==> config.mk <==
export PLATFORM = sky130hd
export DESIGN_NAME = debounce_bank
export DESIGN_NICKNAME = d
export VERILOG_FILES = /design/src/rtl/debounce_bank.sv
export SDC_FILE = /design/constraint.sdc
export NUM_CORES = 1
export LEC_CHECK = 0
export ABC_CLOCK_PERIOD_IN_PS = 3600
export CORE_MARGIN = 4
export CORE_UTILIZATION = 60
export DETAILED_ROUTE_END_ITERATION = 10
export HOLD_SLACK_MARGIN = 0.1
export PLACE_DENSITY_LB_ADDON = 0.25
export SLEW_MARGIN = 30
export SYNTH_ARGS = -nofsm -noshare
export SYNTH_HDL_FRONTEND = slang
export SYNTH_SLANG_ARGS = --single-unit
==> constraint.sdc <==
create_clock -name clk -period 3.6 [get_ports clk]
set_input_delay 0.54 -clock clk [delete_from_list [all_inputs] [get_ports clk]]
set_output_delay 0.54 -clock clk [all_outputs]
set_load 0.02 [all_outputs]
==> src/rtl/debounce_bank.sv <==
// Multi-channel debouncer: synchroniser + saturating up/down integrator per channel, with press/release/hold pulses.
// Latency: out follows a steady input change after n+sync edges; press/rel coincide with out; hold at press+long (+rep...).
// No backpressure: free-running, every channel is evaluated every cycle.
//
// Ports:
//   clk   - clock, all logic on the rising edge
//   rst   - synchronous reset, active high
//   in    - raw asynchronous inputs, one bit per channel
//   out   - debounced level per channel
//   press - one-cycle pulse coincident with out rising
//   rel   - one-cycle pulse coincident with out falling
//   hold  - one-cycle long-press / auto-repeat pulse
module debounce_bank #(
    parameter int ch   = 4,
    parameter int n    = 1024,
    parameter int sync = 2,
    parameter int long = 0,
    parameter int rep  = 0
) (
    input  logic          clk,
    input  logic          rst,
    input  logic [ch-1:0] in,
    output logic [ch-1:0] out,
    output logic [ch-1:0] press,
    output logic [ch-1:0] rel,
    output logic [ch-1:0] hold
);

    localparam int            CW   = (n > 1) ? $clog2(n) : 1;
    localparam logic [CW-1:0] CMAX = CW'(n - 1);

    for (genvar i = 0; i < ch; i++) begin : g_ch
        logic          s;
        logic [CW-1:0] ctr;
        logic          at_top;
        logic          at_bot;
        logic          out_q;
        logic          press_q;
        logic          rel_q;

        if (sync == 0) begin : g_nosync
            assign s = in[i];
        end else begin : g_sync
            logic [sync-1:0] sr;
            // Shift-left form keeps this valid for a single stage too.
            always_ff @(posedge clk) begin
                if (rst) begin
                    sr <= '0;
                end else begin
                    sr <= (sr << 1) | (sync)'(in[i]);
                end
            end
            assign s = sr[sync-1];
        end

        assign at_top = (ctr == CMAX);
        assign at_bot = (ctr == '0);

        // Level decisions use the pre-edge counter, so the out transition and
        // its press/rel pulse land on the same edge. Between the rails out
        // holds its value, which is what rejects short pulses.
        always_ff @(posedge clk) begin
            if (rst) begin
                ctr     <= '0;
                out_q   <= 1'b0;
                press_q <= 1'b0;
                rel_q   <= 1'b0;
            end else begin
                if (s && !at_top) begin
                    ctr <= ctr + 1'b1;
                end else if (!s && !at_bot) begin
                    ctr <= ctr - 1'b1;
                end
                if (at_top) begin
                    out_q <= 1'b1;
                end else if (at_bot) begin
                    out_q <= 1'b0;
                end
                press_q <= at_top & ~out_q;
                rel_q   <= at_bot & out_q;
            end
        end

        assign out[i]   = out_q;
        assign press[i] = press_q;
        assign rel[i]   = rel_q;

        if (long > 0) begin : g_hold
            localparam int            HW     = (long > 1) ? $clog2(long + 1) : 1;
            localparam logic [HW-1:0] HIT    = HW'(long - 1);
            localparam logic [HW-1:0] SAT    = HW'(long);
            localparam logic [HW-1:0] RELOAD = HW'(long - rep);

            logic [HW-1:0] hc;
            logic          hold_q;
            logic          stay_high;

            // True only when out is 1 before this edge and is not falling on
            // it; covers "out is or becomes 0" and the press edge in one term,
            // and guarantees hold never coincides with rel.
            assign stay_high = out_q & ~at_bot;

            // hc counts edges since press; the edge on which it would reach
            // long is the hold edge, and the counter jumps back so that the
            // next hit is rep edges later (or parks at long when rep is 0).
            always_ff @(posedge clk) begin
                if (rst) begin
                    hc     <= '0;
                    hold_q <= 1'b0;
                end else if (!stay_high) begin
                    hc     <= '0;
                    hold_q <= 1'b0;
                end else if (hc == HIT) begin
                    hold_q <= 1'b1;
                    hc     <= (rep > 0) ? RELOAD : SAT;
                end else begin
                    hold_q <= 1'b0;
                    if (hc != SAT) begin
                        hc <= hc + 1'b1;
                    end
                end
            end

            assign hold[i] = hold_q;
        end else begin : g_nohold
            assign hold[i] = 1'b0;
        end
    end

endmodule
==> results of run 1 <==
layout by cell type, fill, tap and decap left out, types with 14 or more instances in the layout:
cell	count
clkdlybuf4s50_1	16
nand2_1	34
nand2b_1	15
nand3_1	17
a21oi_1	59
nor2_1	26
dfxtp_1	60
inv_1	17
ha_1	32
o21ai_0	14
nor2b_1	16
state kept, by name, summed over array words and instances (netlist names):
signal          flops
g_ch.ctr           40
g_ch.g_sync.sr      8
g_ch.out_q          4
g_ch.press_q        4
g_ch.rel_q          4
worst reg2reg max path, cell delays in order (launching register included):
cell and delay, ps:
dfxtp_1 410, nand4_1 140, or3_1 430, nand2_1 320, ha_1 340, and2_1 190
a221o_1 360, o21ai_1 240, a21oi_1 100, nor4_1 250
per-stage QoR:
| stage | power, mW | area [um2] | hold WS [ps] | cells | util |
|---|---|---|---|---|---|
| 5_1_grt | 3.70 | 4170 | 450 | 543 | 0.683 |
| 4_1_cts | 3.39 | 4170 | 439 | 543 | 0.683 |
| 3_5_place_dp | 2.71 | 3950 | 424 | 527 | 0.647 |
| 2_1_floorplan | 2.40 | 3880 | 414 | 460 | - |
| 6_report | 3.41 | 4170 | 438 | 543 | 0.683 |
| 3_3_place_gp | 2.64 | 3950 | 420 | 527 | 0.647 |
where the power goes:
group / leakage, nW / switching (mW) / internal, mW
combinational: 1.15 / 0.932 / 0.784
sequential: 0.497 / 0.176 / 0.850
clock: 0.112 / 0.270 / 0.394
total: 1.76 / 1.38 / 2.03
cell type report:
cell class / count / area [um2] / share of cell area
multi-input combinational: 353 / 2390 / 0.575
sequential: 60 / 1200 / 0.288
timing repair buffer: 19 / 180 / 0.0432
clock buffer: 13 / 179 / 0.0429
tap: 75 / 93.8 / 0.0225
inverter: 20 / 75.1 / 0.0180
clock inverter: 3 / 42.5 / 0.0102
worst min path at each step:
stage | start | endpoint | slack (ps) | cells past startpoint
global route | g_ch[0].g_sync.sr[0]$_SDFF_PP0_ | g_ch[0].g_sync.sr[1]$_SDFF_PP0_ | 450 | 1
CTS | g_ch[0].g_sync.sr[0]$_SDFF_PP0_ | g_ch[0].g_sync.sr[1]$_SDFF_PP0_ | 440 | 1
global placement | g_ch[3].g_sync.sr[0]$_SDFF_PP0_ | g_ch[3].g_sync.sr[1]$_SDFF_PP0_ | 420 | 1
floorplan | g_ch[0].g_sync.sr[0]$_SDFF_PP0_ | g_ch[0].g_sync.sr[1]$_SDFF_PP0_ | 410 | 1
finish | g_ch[0].g_sync.sr[0]$_SDFF_PP0_ | g_ch[0].g_sync.sr[1]$_SDFF_PP0_ | 440 | 1
detailed placement | g_ch[0].g_sync.sr[0]$_SDFF_PP0_ | g_ch[0].g_sync.sr[1]$_SDFF_PP0_ | 420 | 1
cells by family (layout without fill, tap and decap cells):
kind of cell,Yosys count,in the layout
AO/OA/AOI/OAI,133,133
other,1,4
adder cells (fa/ha/maj),36,36
AND/OR/NAND/NOR,176,176
flip-flops,60,60
buffers and inverters,47,55
XOR/XNOR,4,4
per-layer routing:
layer  GRT usage  vias to the layer above  routed length, um
met5           0                        -                  0
met4      0.0893                        0                121
met3      0.0400                       14                325
met2       0.382                       71               3800
met1       0.262                     1585               3640
li1            -                     1677                  -
==> reports/metrics.yaml, run 1 <==
run_status:
  status: "finished, final reports clean"
job:
  cap_violations: 0
placed_design:
  pre_cts_slack_ps: 784
  place.gp.congestion: 0.853
  numPortBuffers: 17
  place_hpwl_um: 5620
floorplanning:
  io_pins: 22
  die_h_um: 88.3
  core_mm2: 0.00610
  die_area_mm2: 0.00779
  die_width_um: 88.3
  start_util: 0.634
  rows: 28
sta:
  finalCritPeriodShare: 0.794
  finalHoldViolations: 0
  rsz0062_at_grt: "no"
  fmax_ghz: 0.350
  tightest_slew_ps: 813
  post-route-min-period_ps: 2860
  setup_ws_ps: 741
  timing.slew.headroom: 0.458
  fin_worst_skew_ps: 7.02
  setup_viol: 0
  tns_ps: 0
  finalMaxSlewViolations: 0
drt:
  avgRoutedWirePerCell_um: 14.5
  drt_pre_antenna_iters: 4
  drcViolationCount: 0
  wirelength_um: 7890
  postRouteAntennaNets: 0
  drt_iter0_drc: 140
  num_vias: 3347
  vias_per_cell: 6.16
setup_path:
  crit_end: "g_ch[2].ctr[9]$_SDFFE_PP0P_"
  crit_buf_inv: 0
  crit_cells: 9
  critPathSlowestCell: "or3_1"
  required_ps: 3840
  r2r_setup_slack_ps: 740
  rr_endpoint: "g_ch[2].ctr[9]$_SDFFE_PP0P_"
  endpoint_kind: "flop"
  crit_path_max_incr_delay_ps: 430
  r2r_start: "g_ch[2].ctr[9]$_SDFFE_PP0P_"
  crit_type: "reg2reg"
  crit_path_max_fanout: 9
  cp.arrival_ps: 3100
  crit_family: "simple AND/OR/NAND/NOR gates"
  cp-startpoint: "g_ch[2].ctr[9]$_SDFFE_PP0P_"
  rr_worst_depth: 9
  startpoint_type: "flop"
  cp_cell_sequence: "nand4_1, or3_1, nand2_1, ha_1, and2_1, a221o_1, o21ai_1, a21oi_1, nor4_1"
synthesis:
  synth_most_common_cell: "dfxtp_1"
  synth.distinct_cells: 45
  syn_area_mm2: 0.00387
  yosysTopAreaCellShare: 0.311
  synth-warning-count: 0
  yosys.area_share.simple: 0.252
  synth_top_cells_by_area: "dfxtp_1 (31%), ha_1 (10%), a21oi_1 (7.6%), nand2_1 (3.3%), buf_4 (3.1%)"
  avgSynthCellArea_um2: 8.46
  synthXorXnorAreaFrac: 0.00906
  yosys.area.top_type: "dfxtp_1"
  synth_edf_count: 0
  synth_top_family_by_area: "simple AND/OR/NAND/NOR gates"
  synth.top_cells.by_count: "dfxtp_1 (60), a21oi_1 (59), nand2_1 (34)"
  yosysSeqAreaShare: 0.311
  synth_compound_area_frac: 0.230
  synth_top_flop_cell: "dfxtp_1"
  synth-seq-cells: 60
  muxShareOfSynthArea: 0
  synth_cells: 457
  async_reset_ff_frac: 0
  synthAdderAreaFrac: 0.124
cts:
  hold_buffers: 0
  clk_latency_ps: 340
  cts-root-buf: "clkbuf_8"
  htree_levels: 3
  cts_tree: "done"
  clock_sinks: 60
  path_clk_slew_ps: 70
  cts_max_path_buffers: 2
  cts_resized: 0
  cts_buffers: 9
  cts_setup_buffers: 0
global_route:
  grt-ovfl-total: 0
  grt_pass1_vias: 3304
  grt_pass1_wl_um: 14000
  grt_start_max_net_pins: 45
  antenna_found_initial: 0
  track_usage: 0.218
layout:
  area_growth_syn_to_layout_pct: 7.77
  antennaDiodeCount: 0
  fillers: 498
  nets: 505
  drive_above_1_share: 0.0855
power_and_ir_drop:
  powerDensity_mw_per_mm2: 818
  p_leak_nw: 1.76
  vdd_drop_max_uv: 395
min_path:
  hold_path_class: "reg2reg"
Power figures use the tool's default switching activity.
==> run 2, diff against run 1 <==
Settings changed: ABC_CLOCK_PERIOD_IN_PS 3600 to 2600, CORE_UTILIZATION 60 to 54.
Clock period 3.6 ns to 2.6 ns, I/O delays scaled along.
==> reports/metrics.yaml, run 2 (same netlist as run 1, synthesis figures left out) <==
layout:
  final_common_cell: "a21oi_1"
  fillers: 565
  final_cell_mix: "a21oi_1 (57), dfxtp_1 (55), ha_1 (32)"
  antennaDiodeCount: 0
  drive_above_1_share: 0.160
  seq_area_mm2: 0.00121
  area_growth_syn_to_layout_pct: 13.6
  finalNonFillerCells: 582
  multiInputGateArea_mm2: 0.00248
  final_util: 0.639
  nets: 523
  largestRegisters: "g_ch.ctr (40), g_ch.g_sync.sr (8)"
  largest_reg_flops: 40
  largest-register: "g_ch.ctr"
global_route:
  grt_pass1_wl_um: 13900
  grt-ovfl-total: 0
  grt_pass1_vias: 3204
  track_usage: 0.198
  grt_start_max_net_pins: 28
  antenna_found_initial: 0
cts:
  hold_buffers: 0
  path_clk_slew_ps: 70
  cts_tree: "done"
  cts-root-buf: "clkbuf_8"
  clk_latency_ps: 340
  cts_buffers: 9
  cts_max_path_buffers: 2
  htree_levels: 3
  clock_sinks: 60
floorplanning:
  start_util: 0.563
  io_pins: 22
  die_width_um: 92.6
  core_mm2: 0.00687
  rows: 30
  die_area_mm2: 0.00858
  die_h_um: 92.6
setup_path:
  required_ps: 2830
  crit_type: "reg2reg"
  crit_path_max_fanout: 5
  cp.arrival_ps: 2730
  startpoint_type: "flop"
  endpoint_kind: "flop"
sta:
  finalCritPeriodShare: 0.962
  setup_ws_ps: 97.8
  finalHoldViolations: 0
  setup_viol: 0
  finalMaxSlewViolations: 0
  hold-worst-slack_ps: 435
  fin_worst_skew_ps: 15.4
  fmax_ghz: 0.400
  post-route-min-period_ps: 2500
power_and_ir_drop:
  internal-power_mw: 2.79
  finalPower_mw: 4.76
  switching_share: 0.413
  p_leak_nw: 1.85
  p_comb_frac: 0.539
  p_switching_mw: 1.96
  pwr-share-seq: 0.297
  clkPwrFrac: 0.164
  vdd_drop_max_uv: 456
  powerDensity_mw_per_mm2: 1080
drt:
  postRouteAntennaNets: 0
  drcViolationCount: 0
  drt_pre_antenna_iters: 4
  vias_per_cell: 5.87
  wirelength_um: 8380
  drt_iter0_drc: 97
  avgRoutedWirePerCell_um: 14.4
  num_vias: 3415
min_path:
  hold_path_class: "reg2reg"
run_status:
  status: "finished, final reports clean"
placed_design:
  post-place-cells: 563
  place.gp.congestion: 0.850
  pre_cts_slack_ps: -2.36
  place_hpwl_um: 6010
  numPortBuffers: 17
job:
  cap_violations: 0
run 2: cell count changes in the layout (fill, tap and decap cells not counted), moves of 4 or more:
cell,previous run,this run
buf_4,2,19
a211oi_1,7,2
a211oi_2,0,5
dfxtp_1,60,55
dfxtp_2,0,5
nand2_1,34,30
run 2: final cells by class:
class | instances | share of cell area
clock buffers | 15 | 0.0402
flip-flops and latches | 60 | 0.275
repair buffers | 37 | 0.0746
clock inverters | 1 | 0.00114
inverters | 20 | 0.0171
multi-input cells | 353 | 0.565
well taps | 96 | 0.0274
run 2: power groups by stage:
stage	logic (mW)	clock network [mW]	registers [mW]
floorplan	1.96	0	1.36
global placement	2.33	0	1.41
detailed placement	2.41	0	1.41
CTS	2.44	0.795	1.40
global route	2.89	0.838	1.44
finish	2.56	0.780	1.41
run 2: routing by layer:
layer	vias to the layer above	track usage	part of all wire	wire length [um]
li1	1714	-	-	-
met1	1602	0.248	0.45	3800
met2	81	0.328	0.48	4060
met3	18	0.0341	0.045	378
met4	0	0.0952	0.018	148
met5	-	0	0	0
run 2: final timing paths:
| path | startpoint | end | slack [ps] | depth (start not counted) |
|---|---|---|---|---|
| worst max-delay path | g_ch[3].ctr[8]$_SDFFE_PP0P_ | g_ch[3].ctr[5]$_SDFFE_PP0P_ | 100 | 9 |
| worst min-delay path | g_ch[2].g_sync.sr[0]$_SDFF_PP0_ | g_ch[2].g_sync.sr[1]$_SDFF_PP0_ | 430 | 1 |
| worst max register to register | g_ch[3].ctr[8]$_SDFFE_PP0P_ | g_ch[3].ctr[5]$_SDFFE_PP0P_ | 100 | 9 |
| worst min register to register | g_ch[2].g_sync.sr[0]$_SDFF_PP0_ | g_ch[2].g_sync.sr[1]$_SDFF_PP0_ | 430 | 1 |
run 2: critical path, stage by stage, from the launching register on:
cell	delay, ps
dfxtp_1	360
nand4_1	140
or3_4	390
nand2_2	130
ha_1	280
and2_1	180
a221o_1	350
or3_1	380
nand3_1	100
a21oi_1	70
run 2: repair_timing:
item | in CTS | in global routing
setup endpoints to repair | 1 | 18
setup buffers | 0 | 3
hold endpoints to repair | 0 | 0
resized for setup | 1 | 27
pin swaps | 0 | 7
run 2: metrics by stage:
stage	cell area [um2]	setup TNS, ps
after CTS	4280	0
final	4390	0
after floorplan	3880	0
after global routing	4390	-30.0
after detailed placement	4100	-2.36
after global placement	4100	0
==> run 3, diff against run 2 <==
Settings changed: GPL_TIMING_DRIVEN set to 0.
==> reports/metrics.yaml, run 3 (same netlist as run 1, synthesis figures left out) <==
drt:
  num_vias: 3443
  drt_iter0_drc: 163
  wirelength_um: 8800
  postRouteAntennaNets: 0
  drt_pre_antenna_iters: 4
  vias_per_cell: 5.78
  avgRoutedWirePerCell_um: 14.8
  drcViolationCount: 0
min_path:
  hold_path_class: "in2reg"
  min_to: "g_ch[3].ctr[8]$_SDFFE_PP0P_"
  holdPathStages: 3
  min_from: "rst"
sta:
  setup_ws_ps: 75.7
  fmax_ghz: 0.396
  fin_worst_skew_ps: 10.4
  finalHoldViolations: 0
  setup_viol: 0
  tightest_slew_ps: 564
  finalCritPeriodShare: 0.971
  tns_ps: 0
  hold-worst-slack_ps: 405
  finalMaxSlewViolations: 0
  timing.slew.headroom: 0.624
  post-route-min-period_ps: 2520
cts:
  path_clk_slew_ps: 80
  cts_tree: "done"
  hold_buffers: 0
  htree_levels: 3
  clock_sinks: 60
  cts_buffers: 9
  cts-root-buf: "clkbuf_8"
  clk_latency_ps: 340
  cts_max_path_buffers: 2
power_and_ir_drop:
  internal-power_mw: 2.90
  powerDensity_mw_per_mm2: 1060
  vdd_drop_max_uv: 613
  p_comb_frac: 0.528
  switching_share: 0.413
  clkPwrFrac: 0.177
  p_leak_nw: 1.93
  finalPower_mw: 4.95
  pwr-share-seq: 0.295
  p_switching_mw: 2.05
setup_path:
  rr_worst_depth: 9
  cp.arrival_ps: 2750
  rr_endpoint: "g_ch[2].ctr[9]$_SDFFE_PP0P_"
  crit_buf_inv: 0
  crit_path_max_fanout: 8
  endpoint_kind: "flop"
  crit_family: "simple AND/OR/NAND/NOR gates"
  r2r_setup_slack_ps: 80
  crit_path_max_incr_delay_ps: 460
  required_ps: 2830
  cp_cell_sequence: "nand4_1, or3_4, nand2_8, ha_4, and2_1, a221o_1, o21ai_2, a21oi_1, nor4_1"
  crit_type: "reg2reg"
  critPathSlowestCell: "or3_4"
  r2r_start: "g_ch[2].ctr[9]$_SDFFE_PP0P_"
  startpoint_type: "flop"
layout:
  final_common_cell: "a21oi_1"
  drive_above_1_share: 0.218
  nets: 537
  largest_reg_flops: 40
  fillers: 542
  largest-register: "g_ch.ctr"
  largestRegisters: "g_ch.ctr (40), g_ch.g_sync.sr (8)"
  area_growth_syn_to_layout_pct: 20.5
  final_cell_mix: "a21oi_1 (53), dfxtp_1 (47), nand2_1 (30)"
  antennaDiodeCount: 0
floorplanning:
  io_pins: 22
  core_mm2: 0.00687
  die_width_um: 92.6
  die_h_um: 92.6
  die_area_mm2: 0.00858
  rows: 30
  start_util: 0.563
global_route:
  grt_pass1_vias: 3176
  antenna_found_initial: 0
  track_usage: 0.203
  grt_start_max_net_pins: 11
  grt-ovfl-total: 0
  grt_pass1_wl_um: 14300
placed_design:
  place.gp.congestion: 0.890
  pre_cts_slack_ps: -315
  place_hpwl_um: 6000
  numPortBuffers: 16
run_status:
  status: "finished, final reports clean"
job:
  cap_violations: 0
## run 3: metrics by stage
stage               utilization  area [um2]  instances
floorplan                     -        3880        460
global placement          0.605        4160        572
detailed placement        0.605        4160        572
CTS                       0.642        4410        588
global route              0.678        4660        596
finish                    0.678        4660        596
## run 3: worst reg2reg max path: cells and delay by family (launching register included)
| family | cells | cell delay (ps) |
|---|---|---|
| compound gates | 3 | 640 |
| fa+ha+maj | 1 | 220 |
| flops | 1 | 370 |
| simple gates | 5 | 1170 |
## run 3: final cells by class
cell class	count	area [um2]	area share
multi-input cells	353	2610	0.560
flip-flops and latches	60	1220	0.262
repair buffers	24	220	0.0473
plain buffers	27	206	0.0443
clock buffers	13	159	0.0341
well taps	96	120	0.0258
inverters	20	75.1	0.0161
clock inverters	3	45.0	0.00967
## run 3: repair_timing
action	CTS	global route
pin swaps	0	16
gates cloned	0	0
setup buffers	0	8
endpoints found under the setup margin	17	18
resized for setup	17	40
## run 3: how the worst max path moves through the flow
stage                                 from  cells past startpoint                           to  slack, ps
2_1_floorplan  g_ch[3].ctr[9]$_SDFFE_PP0P_                      9  g_ch[3].ctr[5]$_SDFFE_PP0P_         70
3_3_place_gp   g_ch[3].ctr[9]$_SDFFE_PP0P_                      9  g_ch[3].ctr[5]$_SDFFE_PP0P_       -180
3_5_place_dp   g_ch[2].ctr[9]$_SDFFE_PP0P_                      9  g_ch[2].ctr[9]$_SDFFE_PP0P_       -310
4_1_cts        g_ch[2].ctr[9]$_SDFFE_PP0P_                      9  g_ch[2].ctr[9]$_SDFFE_PP0P_        -30
5_1_grt        g_ch[2].ctr[8]$_SDFFE_PP0P_                     10  g_ch[2].ctr[8]$_SDFFE_PP0P_        -30
6_report       g_ch[2].ctr[9]$_SDFFE_PP0P_                      9  g_ch[2].ctr[9]$_SDFFE_PP0P_         80
## run 3: power groups by stage
stage	clock, mW	combinational (mW)	sequential, mW
final	0.875	2.61	1.46
after CTS	0.884	2.39	1.42
after detailed placement	0	2.34	1.43
after global placement	0	2.25	1.42
after floorplan	0	1.96	1.36
after global routing	0.931	2.93	1.49
## run 3: routing by layer
layer  GRT usage  part of all wire  routed length, um  up-vias
met1       0.263              0.46               4020     1613
met4      0.0684             0.013                117        0
li1            -                 -                  -     1744
met2       0.331              0.49               4280       71
met3      0.0496             0.043                381       15
met5           0                 0                  0        -
